--- config.mk ---
export PLATFORM = sky130hd
export DESIGN_NAME = reg_if_loader_flat
export DESIGN_NICKNAME = d
export VERILOG_FILES = /design/src/rtl/reg_if_loader_pkg.sv /design/src/rtl/reg_if_loader_if.sv /design/src/rtl/reg_if_loader.sv /design/src/flat_wrapper.sv
export SDC_FILE = /design/constraint.sdc
export NUM_CORES = 1
export LEC_CHECK = 0
export ABC_AREA = 1
export CAP_MARGIN = 20
export CORE_MARGIN = 1
export CORE_UTILIZATION = 25
export DETAILED_ROUTE_END_ITERATION = 8
export PLACE_DENSITY = 0.64
export SYNTH_ARGS = -nofsm -noshare
export SYNTH_HDL_FRONTEND = slang
export SYNTH_SLANG_ARGS = --single-unit
--- constraint.sdc ---
create_clock -name clk -period 3.3 [get_ports clk]
set_input_delay 0.33 -clock clk [delete_from_list [all_inputs] [get_ports clk]]
set_output_delay 0.33 -clock clk [all_outputs]
set_load 0.01 [all_outputs]
--- src/rtl/reg_if_loader_pkg.sv ---
// reg_if_loader_pkg: register-interface constants and loader types shared by the loader, its interface and benches.
package reg_if_loader_pkg;
   localparam int REG_WIDTH        = 32;
   localparam int ADDR_WIDTH       = 11;
   localparam int RD_LATENCY       = 2;
   localparam int LOADER_MAX_WORDS = 2 ** ADDR_WIDTH;
   localparam logic [REG_WIDTH-1:0] CMD_NOP     = 32'd0;
   localparam logic [REG_WIDTH-1:0] CMD_WRITE   = 32'd1;
   localparam logic [REG_WIDTH-1:0] CMD_READ    = 32'd2;
   localparam logic [REG_WIDTH-1:0] STATUS_IDLE = 32'd0;
   typedef enum logic [1:0] {IDLE, WRITE, VERIFY, DONE} loader_state_t;
endpackage

--- src/rtl/reg_if_loader_if.sv ---
// reg_if_loader_if: program-word stream plus instruction-memory register bus seen by the loader.
interface reg_if_loader_if;
   import reg_if_loader_pkg::*;
   logic                 s_valid;
   logic                 s_ready;
   logic                 s_last;
   logic [REG_WIDTH-1:0] s_data;
   logic [REG_WIDTH-1:0] data_in_register;
   logic [REG_WIDTH-1:0] address_register;
   logic [REG_WIDTH-1:0] cmd_register;
   logic [REG_WIDTH-1:0] status_register;
   logic [REG_WIDTH-1:0] data_o_register;
   modport master (
      input  s_valid, s_data, s_last, status_register, data_o_register,
      output s_ready, data_in_register, address_register, cmd_register
   );
   modport slave (
      output s_valid, s_data, s_last, status_register, data_o_register,
      input  s_ready, data_in_register, address_register, cmd_register
   );
endinterface

--- src/rtl/reg_if_loader.sv ---
// reg_if_loader: turns a valid/ready word stream into single-cycle register-interface writes.
// Define REG_IF_LOADER_VERIFY_EN to add a read-back pass against a shadow copy of the low 16 bits.
module reg_if_loader
   import reg_if_loader_pkg::*;
(
   input  logic                  clk,
   input  logic                  reset,
   input  logic                  start,
   input  logic [ADDR_WIDTH-1:0] base_addr,
   reg_if_loader_if.master       bus,
   output logic                  busy,
   output logic                  done,
   output logic                  error,
   output logic [ADDR_WIDTH:0]   words_written
);
   localparam logic [ADDR_WIDTH-1:0] ADDR_LAST = ADDR_WIDTH'(LOADER_MAX_WORDS - 1);
   loader_state_t         state_q, state_d;
   logic [ADDR_WIDTH-1:0] addr_q, addr_d, radr_q, radr_d;
   logic [REG_WIDTH-1:0]  data_q, data_d, cmd_q, cmd_d;
   logic                  ready_q, ready_d, busy_q, busy_d, done_q, done_d, err_q, err_d;
   logic [ADDR_WIDTH:0]   ww_q, ww_d;
   logic                  accept;
   assign accept = bus.s_valid & ready_q;
`ifdef REG_IF_LOADER_VERIFY_EN
   localparam int LAT_W = $clog2(RD_LATENCY + 2);
   localparam logic [LAT_W-1:0] LAT_CMP = LAT_W'(RD_LATENCY + 1);
   logic [ADDR_WIDTH-1:0] base_q, base_d;
   logic [ADDR_WIDTH:0]   vidx_q, vidx_d;
   logic [LAT_W-1:0]      lat_q, lat_d;
   logic [15:0]           shadow_q [LOADER_MAX_WORDS];
   logic                  unused_rd;
   assign unused_rd = ^bus.data_o_register[REG_WIDTH-1:16];
   always_ff @(posedge clk)
      if (state_q == WRITE && accept) shadow_q[addr_q] <= bus.s_data[15:0];
   always_ff @(posedge clk)
      if (reset) {base_q, vidx_q, lat_q} <= '0;
      else {base_q, vidx_q, lat_q} <= {base_d, vidx_d, lat_d};
`else
   logic unused_rd;
   assign unused_rd = ^bus.data_o_register;
`endif
   always_ff @(posedge clk) begin
      if (reset) begin
         state_q <= IDLE;
         addr_q  <= '0;
         radr_q  <= '0;
         data_q  <= '0;
         cmd_q   <= CMD_NOP;
         ready_q <= 1'b0;
         busy_q  <= 1'b0;
         done_q  <= 1'b0;
         err_q   <= 1'b0;
         ww_q    <= '0;
      end else begin
         state_q <= state_d;
         addr_q  <= addr_d;
         radr_q  <= radr_d;
         data_q  <= data_d;
         cmd_q   <= cmd_d;
         ready_q <= ready_d;
         busy_q  <= busy_d;
         done_q  <= done_d;
         err_q   <= err_d;
         ww_q    <= ww_d;
      end
   end
   always_comb begin
      state_d = state_q;
      addr_d  = addr_q;
      radr_d  = radr_q;
      data_d  = data_q;
      cmd_d   = CMD_NOP;
      ready_d = ready_q;
      busy_d  = busy_q;
      done_d  = 1'b0;
      err_d   = err_q;
      ww_d    = ww_q;
`ifdef REG_IF_LOADER_VERIFY_EN
      base_d  = base_q;
      vidx_d  = vidx_q;
      lat_d   = lat_q;
`endif
      case (state_q)
         IDLE: if (start && bus.status_register == STATUS_IDLE) begin
            state_d = WRITE;
            addr_d  = base_addr;
            ww_d    = '0;
            err_d   = 1'b0;
            ready_d = 1'b1;
            busy_d  = 1'b1;
`ifdef REG_IF_LOADER_VERIFY_EN
            base_d  = base_addr;
            vidx_d  = '0;
            lat_d   = '0;
`endif
         end
         WRITE: if (accept) begin
            radr_d = addr_q;
            data_d = bus.s_data;
            cmd_d  = CMD_WRITE;
            ww_d   = ww_q + 1'b1;
            // the top address ends the load instead of wrapping; without s_last that is an overflow
            if (bus.s_last || addr_q == ADDR_LAST) begin
               ready_d = 1'b0;
               err_d   = ~bus.s_last;
`ifdef REG_IF_LOADER_VERIFY_EN
               state_d = VERIFY;
`else
               state_d = DONE;
`endif
            end else addr_d = addr_q + 1'b1;
         end
`ifdef REG_IF_LOADER_VERIFY_EN
         VERIFY: begin
            cmd_d  = CMD_READ;
            radr_d = base_q + vidx_q[ADDR_WIDTH-1:0];
            lat_d  = lat_q + 1'b1;
            // lat_q 0 issues the read; data_o is valid once RD_LATENCY cycles of READ have elapsed
            if (lat_q == LAT_CMP) begin
               cmd_d  = CMD_NOP;
               lat_d  = '0;
               vidx_d = vidx_q + 1'b1;
               if (bus.data_o_register[15:0] != shadow_q[radr_q]) begin
                  err_d   = 1'b1;
                  state_d = DONE;
               end else if (vidx_q + 1'b1 == ww_q) state_d = DONE;
            end
         end
`endif
         DONE: begin
            state_d = IDLE;
            busy_d  = 1'b0;
            done_d  = 1'b1;
         end
         default: state_d = IDLE;
      endcase
   end
   assign bus.s_ready          = ready_q;
   assign bus.data_in_register = data_q;
   assign bus.address_register = {{(REG_WIDTH-ADDR_WIDTH){1'b0}}, radr_q};
   assign bus.cmd_register     = cmd_q;
   assign busy                 = busy_q;
   assign done                 = done_q;
   assign error                = err_q;
   assign words_written        = ww_q;
endmodule

--- src/flat_wrapper.sv ---
// flat-port wrapper written by rule: the top's interface ports become plain ports
module reg_if_loader_flat import reg_if_loader_pkg::*;
  (clk, reset, start, base_addr, busy, done, error, words_written, bus_s_valid, bus_s_data, bus_s_last, bus_status_register, bus_data_o_register, bus_s_ready, bus_data_in_register, bus_address_register, bus_cmd_register);
  reg_if_loader_if bus_i ();
  input  logic clk;
  input  logic reset;
  input  logic start;
  input  logic [ADDR_WIDTH-1:0] base_addr;
  output logic busy;
  output logic done;
  output logic error;
  output logic [ADDR_WIDTH:0] words_written;
  input wire logic [$bits(bus_i.s_valid)-1:0] bus_s_valid;
  input wire logic [$bits(bus_i.s_data)-1:0] bus_s_data;
  input wire logic [$bits(bus_i.s_last)-1:0] bus_s_last;
  input wire logic [$bits(bus_i.status_register)-1:0] bus_status_register;
  input wire logic [$bits(bus_i.data_o_register)-1:0] bus_data_o_register;
  output wire logic [$bits(bus_i.s_ready)-1:0] bus_s_ready;
  output wire logic [$bits(bus_i.data_in_register)-1:0] bus_data_in_register;
  output wire logic [$bits(bus_i.address_register)-1:0] bus_address_register;
  output wire logic [$bits(bus_i.cmd_register)-1:0] bus_cmd_register;
  assign bus_i.s_valid = bus_s_valid;
  assign bus_i.s_data = bus_s_data;
  assign bus_i.s_last = bus_s_last;
  assign bus_i.status_register = bus_status_register;
  assign bus_i.data_o_register = bus_data_o_register;
  assign bus_s_ready = bus_i.s_ready;
  assign bus_data_in_register = bus_i.data_in_register;
  assign bus_address_register = bus_i.address_register;
  assign bus_cmd_register = bus_i.cmd_register;
  reg_if_loader u_core (.clk(clk), .reset(reset), .start(start), .base_addr(base_addr), .bus(bus_i), .busy(busy), .done(done), .error(error), .words_written(words_written));
endmodule
======== After elaboration in Yosys (flattened, before gate mapping) ========
Index checks and enable logic that the tools add are counted.
storage, ports and cells
  logic and storage cells ................. 57
  bits of input ports ..................... 112
  output and inout port bits .............. 112
  flip-flop bits (word level) ............. 104
cells by class
  mux-type cells .......................... 22
  add/sub/neg operators ................... 2
  eq/ne operators ......................... 7
  bitwise logic cells ..................... 3
  reductions and logical operators ........ 13
operators with widths
  cell                   number
  $mux 11                3
  $logic_not 32->1       1
  $mux 12                2
  $pmux 12 s2            1
  $pmux 11 s2            1
  $add 12x1->12 const B  1
  $add 11x1->11 const B  1
  $eq 11x11->1 const B   1
  $mux 1                 8
  $reduce_and 4->1       2
  $mux 2                 3
  $ne 2x1->1 const B     3
  $pmux 1 s2             3
  $reduce_and 3->1       2
  $pmux 2 s2             1
  $reduce_and 2->1       2
  $reduce_bool 2->1      2
  $eq 2x1->1 const B     1
  $eq 2x2->1 const B     1
  $logic_not 2->1        1
  $ne 2x2->1 const B     1
  $not 1->1              2
  $reduce_or 2->1        1
  $and 1x1->1            1
  2 further kinds        2

======== Longest topological paths before layout ========
  depth after elaboration ................. 5
  gate-level depth with buffers ........... 11
  depth with buffers taken out ............ 11

======== Worst setup path before layout ========
OpenSTA, ideal clock, no wires.
  kind .................................... register to register
  start point ............................. reg u_core.addr_q[0]
  end point ............................... reg u_core.addr_q[10]
  data arrival time ....................... 1.432 ns
  clock period less this slack ............ 1.546 ns
  buffers on the path ..................... 1
  library setup time ...................... 0.114 ns
  path slack .............................. 1.754 ns
  cell stages (with the launch flop) ...... 12
  required time ........................... 3.186 ns
  cell sequence ........................... dfxtp_1 > ha_1 > nand3_2 > nor2_2 > nand4_2 > nand2_2 > nand2_2 > nand3_2 > buf_6 > nand2_2 > nand2_1 > nor2_2
on the way
  longest elaborated chain between the ends .. 4
  elaborated cells on any way between the ends .. 8
  those cells by class .................... add/sub (1); eq/ne (2); mux (3); reduce/logical (2)
RTL lines
  element                                          line                                        source
  from (decl)                                      reg_if_loader.sv:18                         logic [ADDR_WIDTH-1:0] addr_q, addr_d, radr_q, radr_d;
  from (signal assigned)                           reg_if_loader.sv:56                         addr_q <= addr_d;
  $add 11x1->11 or $eq 11x11->1 (tied branches)    reg_if_loader.sv:111, reg_if_loader.sv:103
  $mux 11 or $logic_or 1x1->1 (tied branches)      reg_if_loader.sv:103                        if (bus.s_last || addr_q == ADDR_LAST) begin
  $mux 11 or $ne 2x2->1 (tied branches)            -
  $pmux 11 s2 or $reduce_and 4->1 (tied branches)  -
Several ways; a longest one is shown, not always the timed one. The select of a mux whose other input is x is not followed.
A chain may end at the register's enable or synchronous reset.

======== Worst setup path in the final report ========
  start point ............................. reg u_core.state_q[1]
  end point ............................... reg u_core.err_q (netlist: u_core.error)
on the way
  longest elaborated chain between the ends .. 3
  elaborated cells on any way between the ends .. 8
  those cells by class .................... eq/ne (4); mux (1); reduce/logical (3)
RTL lines
  element                                                    line                 source
  from (decl)                                                reg_if_loader.sv:17  loader_state_t state_q, state_d;
  from (signal assigned)                                     reg_if_loader.sv:55  state_q <= state_d;
  $eq 2x1->1 or $logic_not 2->1 (tied branches)              reg_if_loader.sv:83  case (state_q)
  $ne 2x1->1 (no line) or $reduce_bool 2->1 (tied branches)  -
  $reduce_and 4->1 (no line)                                 -
  to (signal assigned)                                       reg_if_loader.sv:63  err_q <= err_d;
  to (decl)                                                  reg_if_loader.sv:20  logic ready_q, ready_d, busy_q, busy_d, done_q, done_d, err_q, err_d;
Several ways; a longest one is shown, not always the timed one.

==> out/qor.txt <==
CP Capture Type -> flip-flop
Clk network pwr share -> 47.0%
I/O pins -> 224
Slew HR -> 57.6%
Total gr overflow -> 0
Slowest CP cell -> inv_2
Setup Skew -> 0.00500 ns
Largest net degree at the start of global routing -> 59
Int Pwr -> 1.52 mW
Layout cells sized above 1 -> 7.21%
Worst EP arrival -> 2.57 ns
Grt peak-use layer -> met2
CP startpoint kind -> flip-flop
Final setup TNS -> 0 ns
R2R Path End -> u_core.error
DR iter-0 viols -> 146
Die H -> 123 um
CP cell instances -> nor2_2 -> buf_4 -> inv_2 -> nor2_4 -> inv_2 -> nand2_1 -> nand2_1 -> o21ai_0 -> nor2_1
Design area -> 5300 um^2
Clk_lat worst skew -> 0.34 ns
Worst EP required -> 3.58 ns
Area of the multi-input gates -> 1810 um^2
Initial antenna violation count -> 0
Worst Setup EP -> u_core.error
Hold path depth -> 2
Synth warn -> 0
Maximum single-stage delay on the critical path -> 0.47 ns
Chip Width -> 123 um
Critical R2R Launch -> u_core.state_q[1]
First-pass GRT wire length -> 14900 um
Mapped Avg Cell Area -> 6.96 um^2
Met2 usage in global routing -> 19.9%
Initial Util -> 26.1%
Via-to-Cell Ratio -> 4.15
Row Count -> 43
Vias in the first global route -> 3166
GR Layer Usage met3 -> 6.37%
Max-Cap Viols -> 0
Post-route minimum period -> 2.30 ns
DR WL/cell -> 11.4 um
Reg2Reg Depth -> 9
Outcome -> finished, final reports clean
Hold bufs inserted after CTS -> 0
Register Area -> 1460 um^2
Max clock buf depth -> 2
Total wire length -> 9650 um
Fmax -> 435 MHz
Die area -> 15200 um^2
Period utilization -> 69.6%
Htree depth -> 3
Synth Register Bits -> 73
Synth Instances -> 529
Sequential share of power -> 45.3%
DP Area -> 5030 um^2
Psw -> 429 uW
Logic pwr share -> 7.8%
Final core utilization -> 37.6%
Cell variety after synth -> 31
Cell Pwr Density -> 367 nW/um^2
Least-Margin Pin Slew -> 0.635 ns
CTS Root Cell -> clkbuf_16
Mapped cell area -> 3680 um^2
Sw Ratio -> 22.0%
Fill cells -> 1469
DRC -> 0
Pleak -> 2.20 nW
Fin. Hold Viols -> 0
Area grow syn2layout -> 44.1%
Maximum VDD drop -> 0.217 mV
Drt first pass iters -> 4
RSZ-0062 raised after global routing -> no
Number of nets in the layout -> 775
Met1 Usage GRT -> 15.1%
Port buffer count -> 139
Clk sinks -> 73
Post-CTS Resized -> 0
Seq/Total Area, Yosys -> 39.7%
Routed via count -> 3508
Postcts setup bufs -> 0
GRT Overall Usage -> 12.9%
Hold WC Path Type -> flip-flop to flip-flop
Final Slew Violations -> 0
Finish-stage setup viols -> 0
Number of buffers created by CTS -> 9
CP startpoint -> u_core.state_q[1]
CTS clk-pin slew, worst paths -> 0.05 ns
Total power -> 1.95 mW
GPL Wtd Cong -> 0.757
Crit path max fanout -> 35
CTS tree -> built
Antenna cells -> 0
Final ANT Viol Nets -> 0
Core area -> 14100 um^2
R2R setup slack -> 1.00 ns
Crit path kind -> flip-flop to flip-flop
Post-detail-place hpwl -> 6880 um
[sequential cells by signal, indices dropped and copies added, names as in the netlist]
register and count:
u_core.bus.data_in_register 32, u_core.bus.cmd_register 1, u_core.state_q 2, u_core.addr_q 11
u_core.words_written 12, u_core.busy 1, u_core.done 1, u_core.radr_q 11
u_core.bus.s_ready 1, u_core.error 1
[layout make-up]
type,instances,share of cell area [%]
Timing Repair Buffer,144,26.9
Clock buffer,13,4.91
Tap cell,180,4.25
Sequential cell,73,27.6
Inverter,28,1.98
Clock inverter,3,0.283
Multi-Input combinational cell,405,34.1
[cells in the mapped netlist]
cell type | count | share of area [%]
nand2_2 | 13 | 2.2
nor2_1 | 122 | 12
xor2_1 | 2 | 0.48
nor3b_1 | 2 | 0.41
nand3_1 | 16 | 2.2
nand3_2 | 3 | 0.82
nand4_2 | 1 | 0.34
or2_2 | 1 | 0.17
o31ai_1 | 1 | 0.20
buf_4 | 52 | 11
o21ai_0 | 49 | 6.7
o21bai_1 | 1 | 0.20
conb_1 | 1 | 0.10
inv_1 | 26 | 2.7
nor2_2 | 8 | 1.4
dfxtp_1 | 73 | 40
nand3b_1 | 1 | 0.20
xnor2_1 | 1 | 0.24
buf_2 | 5 | 0.68
nand4_1 | 3 | 0.51
nand2_1 | 93 | 9.5
buf_6 | 3 | 0.92
o21bai_4 | 1 | 0.51
ha_1 | 2 | 0.68
a31oi_1 | 2 | 0.34
clkbuf_2 | 1 | 0.14
a21oi_1 | 26 | 3.5
nor3_1 | 4 | 0.54
inv_2 | 2 | 0.20
clkbuf_1 | 13 | 1.3
or2_0 | 1 | 0.17
[power by group through the flow]
stage               clock network (mW)  registers (mW)  logic, mW
global placement                     0           0.901      0.151
finish                           0.915           0.881      0.151
floorplan                            0           0.901     0.0960
CTS                              0.939           0.881      0.152
global route                     0.969           0.881      0.169
detailed placement                   0           0.901      0.152
[through the flow]
step,hold WS [ns],worst slack [ns],instances
after floorplan,0.399,1.75,580
after global placement,0.455,0.930,830
after detailed placement,0.463,0.910,830
after CTS,0.471,0.920,846
after global routing,0.503,0.692,846
final,0.469,1.00,846
[logic make-up after synthesis]
logic type	share of synthesized area (%)
other	0.102
AND/OR/NAND/NOR	30.8
AO/OA/AOI/OAI	11.5
flip-flops	39.7
XOR/XNOR	0.714
buffers and inverters	16.5
adder cells (fa/ha/maj)	0.680
[how the worst min path moves through the flow]
stage / from / end / slack (ns)
floorplan: reset / u_core.words_written[10] / 0.40
global placement: u_core.busy / u_core.busy / 0.46
detailed placement: u_core.busy / u_core.busy / 0.46
CTS: u_core.busy / u_core.busy / 0.47
global route: u_core.busy / u_core.busy / 0.50
finish: u_core.busy / u_core.busy / 0.47
[layout by cell type, fill, tap and decap left out, types with 3 or more instances in the layout]
master | Yosys | final
nor2_2 | 8 | 7
nand4_1 | 3 | 3
o21ai_0 | 49 | 49
clkinv_2 | 0 | 3
buf_4 | 52 | 5
clkdlybuf4s50_1 | 0 | 139
dfxtp_1 | 73 | 73
nand2_2 | 13 | 13
inv_1 | 26 | 26
nor2_1 | 122 | 122
a21oi_1 | 26 | 26
nor3_1 | 4 | 4
nand3_2 | 3 | 3
clkbuf_16 | 0 | 9
nand2_1 | 93 | 93
nand3_1 | 16 | 16
conb_1 | 1 | 52
[worst max-delay path: cells and delay by family (launching register included)]
kind	cells	cell delay [ns]
buf+inv	3	0.98
simple gates	5	0.72
flops	1	0.36
compound gates	1	0.17
[per-layer routing]
metal | vias up | wire length [um]
met5 | - | 0
met4 | 0 | 156
met3 | 11 | 1220
met2 | 160 | 4090
met1 | 1504 | 4180
li1 | 1833 | -
Power figures use the tool's default switching activity.
